<file path="config.mk">
export PLATFORM = sky130hd
export DESIGN_NAME = traffic_light
export DESIGN_NICKNAME = d
export VERILOG_FILES = /design/src/rtl/traffic_light.sv
export SDC_FILE = /design/constraint.sdc
export NUM_CORES = 1
export LEC_CHECK = 0
export CAP_MARGIN = 20
export CELL_PAD_IN_SITES_DETAIL_PLACEMENT = 0
export CELL_PAD_IN_SITES_GLOBAL_PLACEMENT = 1
export CORE_UTILIZATION = 42
export CTS_BUF_LIST = sky130_fd_sc_hd__clkbuf_2 sky130_fd_sc_hd__clkbuf_4 sky130_fd_sc_hd__clkbuf_8
export CTS_CLUSTER_DIAMETER = 200
export DETAILED_ROUTE_END_ITERATION = 16
export PLACE_DENSITY = 0.8
export SLEW_MARGIN = 20
export SYNTH_ARGS = -nofsm -noshare
export SYNTH_HDL_FRONTEND = slang
export SYNTH_SLANG_ARGS = --single-unit
</file>
<file path="constraint.sdc">
create_clock -name clk -period 2.34 [get_ports clk]
set_clock_uncertainty 0.15 [all_clocks]
set_input_delay 0.234 -clock clk [delete_from_list [all_inputs] [get_ports clk]]
set_output_delay 0.234 -clock clk [all_outputs]
set_load 0.02 [all_outputs]
</file>
<file path="src/rtl/traffic_light.sv">
// Highway / farm-road intersection controller. The highway stays green by default.
// A latched farm-road request runs one yellow/farm-green/yellow sequence once
// the highway has had its minimum green.
module traffic_light #(
  parameter int HWY_MIN_GREEN     = 4,
  parameter int YELLOW_CYCLES     = 3,
  parameter int FARM_GREEN_CYCLES = 6
) (
  input  logic       clk,
  input  logic       rst_n,
  input  logic       C,
  output logic [2:0] light_highway,
  output logic [2:0] light_farm
);

  // state | meaning
  // HG    | highway green, farm red (default, waits for req and min green)
  // HY    | highway yellow, farm red
  // FG    | highway red, farm green (fixed length)
  // FY    | highway red, farm yellow
  typedef enum logic [1:0] {HG, HY, FG, FY} state_t;

  localparam logic [2:0] LAMP_GREEN  = 3'b001;
  localparam logic [2:0] LAMP_YELLOW = 3'b010;
  localparam logic [2:0] LAMP_RED    = 3'b100;

  localparam int MAX_A = (HWY_MIN_GREEN > YELLOW_CYCLES) ? HWY_MIN_GREEN : YELLOW_CYCLES;
  localparam int MAX_P = (MAX_A > FARM_GREEN_CYCLES) ? MAX_A : FARM_GREEN_CYCLES;
  localparam int TW    = (MAX_P > 1) ? $clog2(MAX_P) : 1;

  localparam logic [TW-1:0] HG_LAST = TW'(HWY_MIN_GREEN - 1);
  localparam logic [TW-1:0] Y_LAST  = TW'(YELLOW_CYCLES - 1);
  localparam logic [TW-1:0] FG_LAST = TW'(FARM_GREEN_CYCLES - 1);

  state_t          state;
  state_t          state_nxt;
  logic [TW-1:0]   timer;
  logic            req;

  always_comb begin
    state_nxt = state;
    case (state)
      HG: if (req && timer == HG_LAST) state_nxt = HY;
      HY: if (timer == Y_LAST)         state_nxt = FG;
      FG: if (timer == FG_LAST)        state_nxt = FY;
      FY: if (timer == Y_LAST)         state_nxt = HG;
      default:                         state_nxt = HG;
    endcase
  end

  // Lamps are registered from the next state so they change in the same
  // cycle as the state register without any decode glitches.
  always_ff @(posedge clk or negedge rst_n) begin
    if (!rst_n) begin
      state         <= HG;
      timer         <= '0;
      req           <= 1'b0;
      light_highway <= LAMP_GREEN;
      light_farm    <= LAMP_RED;
    end else begin
      state <= state_nxt;

      if (state_nxt != state)
        timer <= '0;
      else if (!(state == HG && timer == HG_LAST))
        timer <= timer + 1'b1;

      // A new request on the serving edge wins, scheduling another farm cycle.
      if (C)
        req <= 1'b1;
      else if (state == HY && state_nxt == FG)
        req <= 1'b0;

      case (state_nxt)
        HG: begin light_highway <= LAMP_GREEN;  light_farm <= LAMP_RED;    end
        HY: begin light_highway <= LAMP_YELLOW; light_farm <= LAMP_RED;    end
        FG: begin light_highway <= LAMP_RED;    light_farm <= LAMP_GREEN;  end
        FY: begin light_highway <= LAMP_RED;    light_farm <= LAMP_YELLOW; end
        default: begin light_highway <= LAMP_GREEN; light_farm <= LAMP_RED; end
      endcase
    end
  end

endmodule

</file>
==> flow_summary_export.csv, run 1 <==
group,metric,value,unit
run_status,status,"complete, no violations",
route,drt-met1-wl,433,microns
synthesis,synth_area_leaders,"dfrtp_1 (43%), dfstp_2 (9.0%), ha_1 (8.6%), mux2_2 (3.9%), inv_1 (3.2%)",
run,cap_violations,0,
synthesis,synth-simple-area-share,16.3,%
power,clkPwrFrac,15.5,%
global_route,overflow,0,
cts,cts_resized,0,
worst_setup_path,crit_path_start,"timer[0]$_DFFE_PN0P_",
synthesis,yosys.area.top_type,"dfrtp_1",
route,top_layer,"met4",
global_route,grt_max_degree,14,
place,placed_cells,74,
worst_setup_path,cp_num_buf_inv,0,
cts,clkLatencyLatePin,0.28,ns
worst_setup_path,reg2reg_to,"timer[2]$_DFFE_PN0P_",
cts,clk_pin_slew,0.07,ns
synthesis,synth_compound_area_share,10.3,%
worst_setup_path,cp_max_fo,4,
timing,worstMarginPinSlew,0.514,ns
floorplan,io_pins,9,
power,switchingPower,0.389,mW
power,intPower,0.660,mW
timing,rsz0062_at_grt,"no",
cts,cts_buffer_depth,2,
finish,drive_above_1_share,14.3,%
synthesis,synth_top_family_by_area,"simple AND/OR/NAND/NOR gates",
worst_setup_path,crit_type,"reg -> reg",
worst_setup_path,path_cells,"ha_1 > ha_1 > or4b_1 > o22ai_1 > a22o_2",
finish,diodes,0,
synthesis,synth_mux_area_share,5.59,%
cts,post-cts-setup-buffers,0,
finish,final_util,54.7,%
power,power_density,1470,nW/um^2
power,switching_share,37.1,%
power,leakagePower,0.325,nW
timing,slew_viol_final,0,
synthesis,synth_xor_area_share,3.01,%
global_route,first_global_vias,342,
finish,area_growth_syn_to_layout,22.4,%
route,ant_nets,0,
place,place_congestion,0.860,
finish,nets,71,
timing,maxClockFrequency,566,MHz
synthesis,synth.distinct_cells,26,
synthesis,synthAdderAreaFrac,8.60,%
route,wirelength,940,microns
worst_setup_path,reg2regPathDepth,5,
timing,fin_hold_ws,0.142,ns
worst_setup_path,cp_data_arrival_time,1.84,ns
synthesis,syn_nets,59,
synthesis,ys_ff_latch,12,
timing,setup_ws,0.573,ns
worst_setup_path,startpoint_type,"flop",
timing,relSlewSlack,65.7,%
timing,period_share,75.5,%
finish,layout.cells.non_filler,78,
floorplan,core-area,1300,sq um
synthesis,yosys_warnings,0,
finish,final_area,712,sq um
floorplan,rows,13,
synthesis,synth_top_area_share,43.0,%
worst_hold_path,hp-class,"in -> async",
global_route,grt_pass1_wl,1550,microns
power,p_comb_share,45.0,%
place,dp_slack,0.595,ns
route,wl_met2,437,microns
global_route,antenna_found_initial,0,
power,p_seq_share,39.6,%
timing,period_needed,1.77,ns
worst_setup_path,end_kind,"flop",
cts,clock_sinks,12,
place,dp_hpwl,674,microns
cts,clockRootBuffer,"clkbuf_4",
cts,cts_tree,"built",
synthesis,yosysSeqAreaShare,52.0,%
worst_setup_path,slowest_delay,0.48,ns
synthesis,synthCells,52,
worst_setup_path,cpMaxStageDelayCell,"or4b_1",
route,drc,0,
worst_setup_path,worstSetupPathDepth,5,
route,met3_wirelength,51,microns
cts,htreeDepth,1,
route,detail_route.iter0.violations,4,
synthesis,synth_area,582,sq um
cts,ctsHoldBuffers,0,
floorplan,die_area,1540,sq um
worst_setup_path,worstPathRequired,2.41,ns
route,routed_via_density,5.21,
synthesis,synth_area_per_cell,11.2,sq um
timing,setup_viol,0,
floorplan,start_util,44.7,%
floorplan,die_x,39.2,microns
worst_setup_path,crit_family,"simple AND/OR/NAND/NOR gates",
route,wl_per_cell,12.1,microns
place,io_buffers,8,
power,vdd_drop_max,0.737,mV
timing,finalHoldViolations,0,
floorplan,fp.dieH,39.2,microns
worst_setup_path,endpoint,"timer[2]$_DFFE_PN0P_",
worst_setup_path,worstReg2RegStart,"timer[0]$_DFFE_PN0P_",
worst_setup_path,cp_common_cell,"ha_1",
place,placed_cell_area,676,sq um
cts,cts_buffers,3,
route,drt_pass1_iterations,4,
timing,fin_setup_tns,0,ns
route,via_count,406,
power,p_total,1.05,mW
worst_setup_path,reg2reg_setup_slack,0.57,ns
global_route,track_usage,16.0,%
-- routing by layer --
metal  track usage [%]  up-vias
met1              20.9      193
met4              6.90        0
met2              21.3       11
met5                 0        -
li1                  -      200
met3              8.67        2
-- kinds of logic after synthesis --
group | count (synthesis)
multiplexers | 3
AO/OA/AOI/OAI | 9
adder cells (fa/ha/maj) | 4
flip-flops | 12
XOR/XNOR | 2
AND/OR/NAND/NOR | 16
buffers and inverters | 6
-- placed cells by master, fill, tap and decap left out, drive strengths merged, types with 2 or more instances in the layout --
cell type	synthesis	final
inv	5	5
dfstp	2	2
ha	4	4
nand2	3	3
xnor2	2	2
a21oi	2	2
dfrtp	10	10
o21ai	2	2
nand2b	3	3
clkbuf	0	4
mux2	2	2
clkdlybuf4s50	0	8
nor2	2	2
-- worst min path at each step --
stage / slack, ns / cells past startpoint / endpoint / start
final: 0.14 / 1 / timer[2]$_DFFE_PN0P_ / rst_n
after global routing: 0.20 / 1 / timer[2]$_DFFE_PN0P_ / rst_n
after detailed placement: 0.43 / 2 / state[0]$_DFF_PN0_ / req$_DFFE_PN0P_
after floorplan: -0.21 / 0 / light_farm[0]$_DFF_PN0_ / rst_n
after global placement: 0.42 / 2 / state[0]$_DFF_PN0_ / req$_DFFE_PN0P_
after CTS: 0.16 / 1 / light_farm[1]$_DFF_PN0_ / rst_n
-- final cells by class --
class | count | area, sq um
multi-input combinational | 34 | 255
timing repair buffer | 8 | 80.1
sequential | 12 | 303
clock buffer | 4 | 36.3
inverter | 5 | 18.8
tap | 15 | 18.8
fill | 123 | 589
-- Yosys cell counts --
| cell type | n |
|---|---|
| nor2_1 | 2 |
| ha_1 | 4 |
| a22o_2 | 1 |
| a41o_1 | 1 |
| mux2_2 | 2 |
| and2b_1 | 1 |
| nand2_1 | 3 |
| nor3_1 | 1 |
| nand2b_1 | 3 |
| nor2b_1 | 1 |
| o22ai_1 | 1 |
| o21ai_0 | 2 |
| or4b_1 | 1 |
| dfstp_2 | 2 |
| xnor2_1 | 2 |
| buf_2 | 1 |
| a31oi_1 | 1 |
| mux2i_1 | 1 |
| nand3b_1 | 1 |
| and3b_1 | 1 |
| nand3_1 | 1 |
| a21boi_0 | 1 |
| nor3b_1 | 1 |
| a21oi_1 | 2 |
| dfrtp_1 | 10 |
| inv_1 | 5 |
-- registers in the layout, summed over array words and instances (netlist names) --
register and flops:
state 2, light_farm 3, timer 3, light_highway 3
req 1
-- power by group through the flow --
stage	combinational, mW	clock [mW]	sequential, mW
floorplan	0.301	0	0.438
global placement	0.478	0	0.416
detailed placement	0.472	0	0.420
CTS	0.476	0.170	0.415
global route	0.528	0.177	0.432
finish	0.472	0.162	0.415
Note: power is estimated with default switching activity, not from simulation.
==> run 2: changes to the inputs <==
==> constraint.sdc (replaced) <==
create_clock -name clk -period 1.7 [get_ports clk]
set_clock_uncertainty 0.15 [all_clocks]
set_input_delay 0.17 -clock clk [delete_from_list [all_inputs] [get_ports clk]]
set_output_delay 0.17 -clock clk [all_outputs]
set_load 0.02 [all_outputs]
==> run 2 against run 1 <==
- critical path depth stayed put
- design area is 9.1% higher
- clock-buffer cell count stayed put
- worst setup slack worse by 0.53 ns
- sequential cell count stayed put
- combinational power is 81% higher
- core utilization is 5.0 points higher
- non-clock buffer count is 5 higher
- sequential power is 24% higher
- critical path type unchanged
- sequential share of layout area is 3.6 points lower
==> flow_summary_export.csv, run 2 (synthesis gave the netlist of run 1 again) <==
group,metric,value,unit
run_status,status,"complete, no violations",
floorplan,core-area,1300,sq um
timing,finalHoldViolations,0,
finish,final_cell_mix,"dfrtp_1 (10), clkdlybuf4s50_1 (6), inv_1 (5), buf_4 (5)",
timing,period_share,97.6,%
global_route,antenna_found_initial,0,
timing,rsz0062_at_grt,"yes",
cts,cts_buffers,3,
power,vdd_drop_max,1.14,mV
worst_setup_path,cpMaxStageDelayCell,"or4b_4",
global_route,overflow,0,
finish,area_growth_syn_to_layout,33.5,%
cts,cts_tree,"built",
floorplan,io_pins,9,
floorplan,start_util,44.7,%
timing,worstMarginPinSlew,0.533,ns
cts,htreeDepth,1,
worst_setup_path,end_kind,"flop",
run,cap_violations,0,
global_route,track_usage,17.1,%
place,placed_cells,78,
finish,seq_area,303,sq um
cts,clock_sinks,12,
power,power_density,2050,nW/um^2
worst_hold_path,hp-class,"in -> async",
global_route,grt_max_degree,13,
global_route,grtUsageMet1,21.0,%
global_route,grt_pass1_wl,1660,microns
cts,ctsHoldBuffers,0,
route,wirelength,1070,microns
floorplan,fp.dieH,39.2,microns
worst_setup_path,worstPathRequired,1.77,ns
route,routed_via_density,5.06,
worst_setup_path,cp_num_buf_inv,0,
worst_setup_path,path_cells,"ha_2 > ha_4 > or4b_4 > mux2i_1 > and2b_1",
worst_setup_path,reg2regPathDepth,5,
timing,period_needed,1.66,ns
timing,maxClockFrequency,603,MHz
finish,nets,76,
timing,relSlewSlack,64.4,%
worst_setup_path,crit_type,"reg -> reg",
worst_setup_path,cp_data_arrival_time,1.72,ns
worst_setup_path,crit_family,"simple AND/OR/NAND/NOR gates",
finish,multi_input_area,285,sq um
place,place_congestion,0.796,
finish,layout.cells.non_filler,83,
worst_setup_path,startpoint_type,"flop",
route,ant_nets,0,
route,wl_per_cell,12.9,microns
worst_setup_path,cp_max_fo,4,
cts,clkLatencyLatePin,0.27,ns
place,dp_hpwl,734,microns
timing,setup_viol,0,
cts,clockRootBuffer,"clkbuf_4",
finish,drive_above_1_share,27.9,%
route,drt_pass1_iterations,4,
finish,layout_commonest_cell,"dfrtp_1",
route,via_count,420,
worst_setup_path,worstSetupPathDepth,5,
global_route,grt_util_met2,25.8,%
floorplan,die_x,39.2,microns
route,detail_route.iter0.violations,4,
power,leakagePower,0.357,nW
cts,cts_buffer_depth,2,
floorplan,rows,13,
place,io_buffers,8,
global_route,grt_busiest_layer,"met2",
timing,slew_viol_final,0,
global_route,grtUsageMet3,8.67,%
global_route,first_global_vias,372,
finish,top_regs,"light_farm (3), light_highway (3), timer (3)",
finish,diodes,0,
cts,clk_pin_slew,0.07,ns
timing,fin_hold_ws,0.0942,ns
finish,nFillCells,120,
floorplan,die_area,1540,sq um
route,drc,0,
worst_setup_path,slowest_delay,0.48,ns
==> run 2: cell count changes in the layout (fill, tap and decap cells not counted), sizes merged <==
cell / previous run / this run
dlygate4sd2: 0 / 2
clkdlybuf4s50: 8 / 6
buf: 0 / 5
==> run 2: area by class of cell <==
cell class,count,area share (%)
multi-input combinational,34,36.7
timing repair buffer,13,14.8
sequential,12,39.0
clock buffer,4,4.67
inverter,5,2.42
tap,15,2.42
==> run 2: metrics by stage <==
step	worst slack (ns)	setup TNS, ns	cell area, sq um	total power, mW	utilization (%)
after global routing	-0.0128	-0.0191	777	1.73	59.7
after global placement	0.0554	0	706	1.29	54.2
after floorplan	0.0640	0	582	1.02	-
final	0.0407	0	777	1.59	59.7
after detailed placement	0.0133	0	706	1.30	54.2
after CTS	0.00890	0	743	1.51	57.1
==> run 2: power by group <==
| group | switching, mW | internal [mW] | total [mW] |
|---|---|---|---|
| Sequential | 0.0808 | 0.435 | 0.516 |
| Combinational | 0.419 | 0.437 | 0.856 |
| Clock | 0.0919 | 0.130 | 0.222 |
==> run 2: path summary, 6_finish.rpt <==
check                                           from                 endpoint  slack [ns]
worst max-delay path            timer[0]$_DFFE_PN0P_     timer[0]$_DFFE_PN0P_        0.04
worst min-delay path                           rst_n       state[0]$_DFF_PN0_        0.09
worst max register to register  timer[0]$_DFFE_PN0P_     timer[0]$_DFFE_PN0P_        0.04
worst min register to register       req$_DFFE_PN0P_       state[0]$_DFF_PN0_        0.43
max in group asynchronous                      rst_n  light_farm[2]$_DFF_PN1_        0.94
min in group clk                                   C          req$_DFFE_PN0P_        0.30
==> run 2: layer usage <==
metal / routed length (microns) / share of wire [%] / vias to the layer above
met5: 0 / 0 / -
met4: 21 / 2.0 / 0
met3: 54 / 5.1 / 5
met2: 530 / 50 / 15
met1: 462 / 43 / 188
li1: - / - / 212
==> run 2: timing repair <==
action,4_1_cts,5_1_grt
endpoints found under the setup margin,3,3
gates resized for setup,3,5
buffers inserted,0,1
pin swaps,0,2
==> run 3: changes to the inputs <==
--- a/config.mk
+++ b/config.mk
@@ -12,6 +12,7 @@
 export CTS_BUF_LIST = sky130_fd_sc_hd__clkbuf_2 sky130_fd_sc_hd__clkbuf_4 sky130_fd_sc_hd__clkbuf_8
 export CTS_CLUSTER_DIAMETER = 200
 export DETAILED_ROUTE_END_ITERATION = 16
+export HOLD_SLACK_MARGIN = 0.08
 export PLACE_DENSITY = 0.8
 export SLEW_MARGIN = 20
 export SYNTH_ARGS = -nofsm -noshare
==> results of run 3 <==
No change in the layout: final DEF, timing and power equal those of run 2.
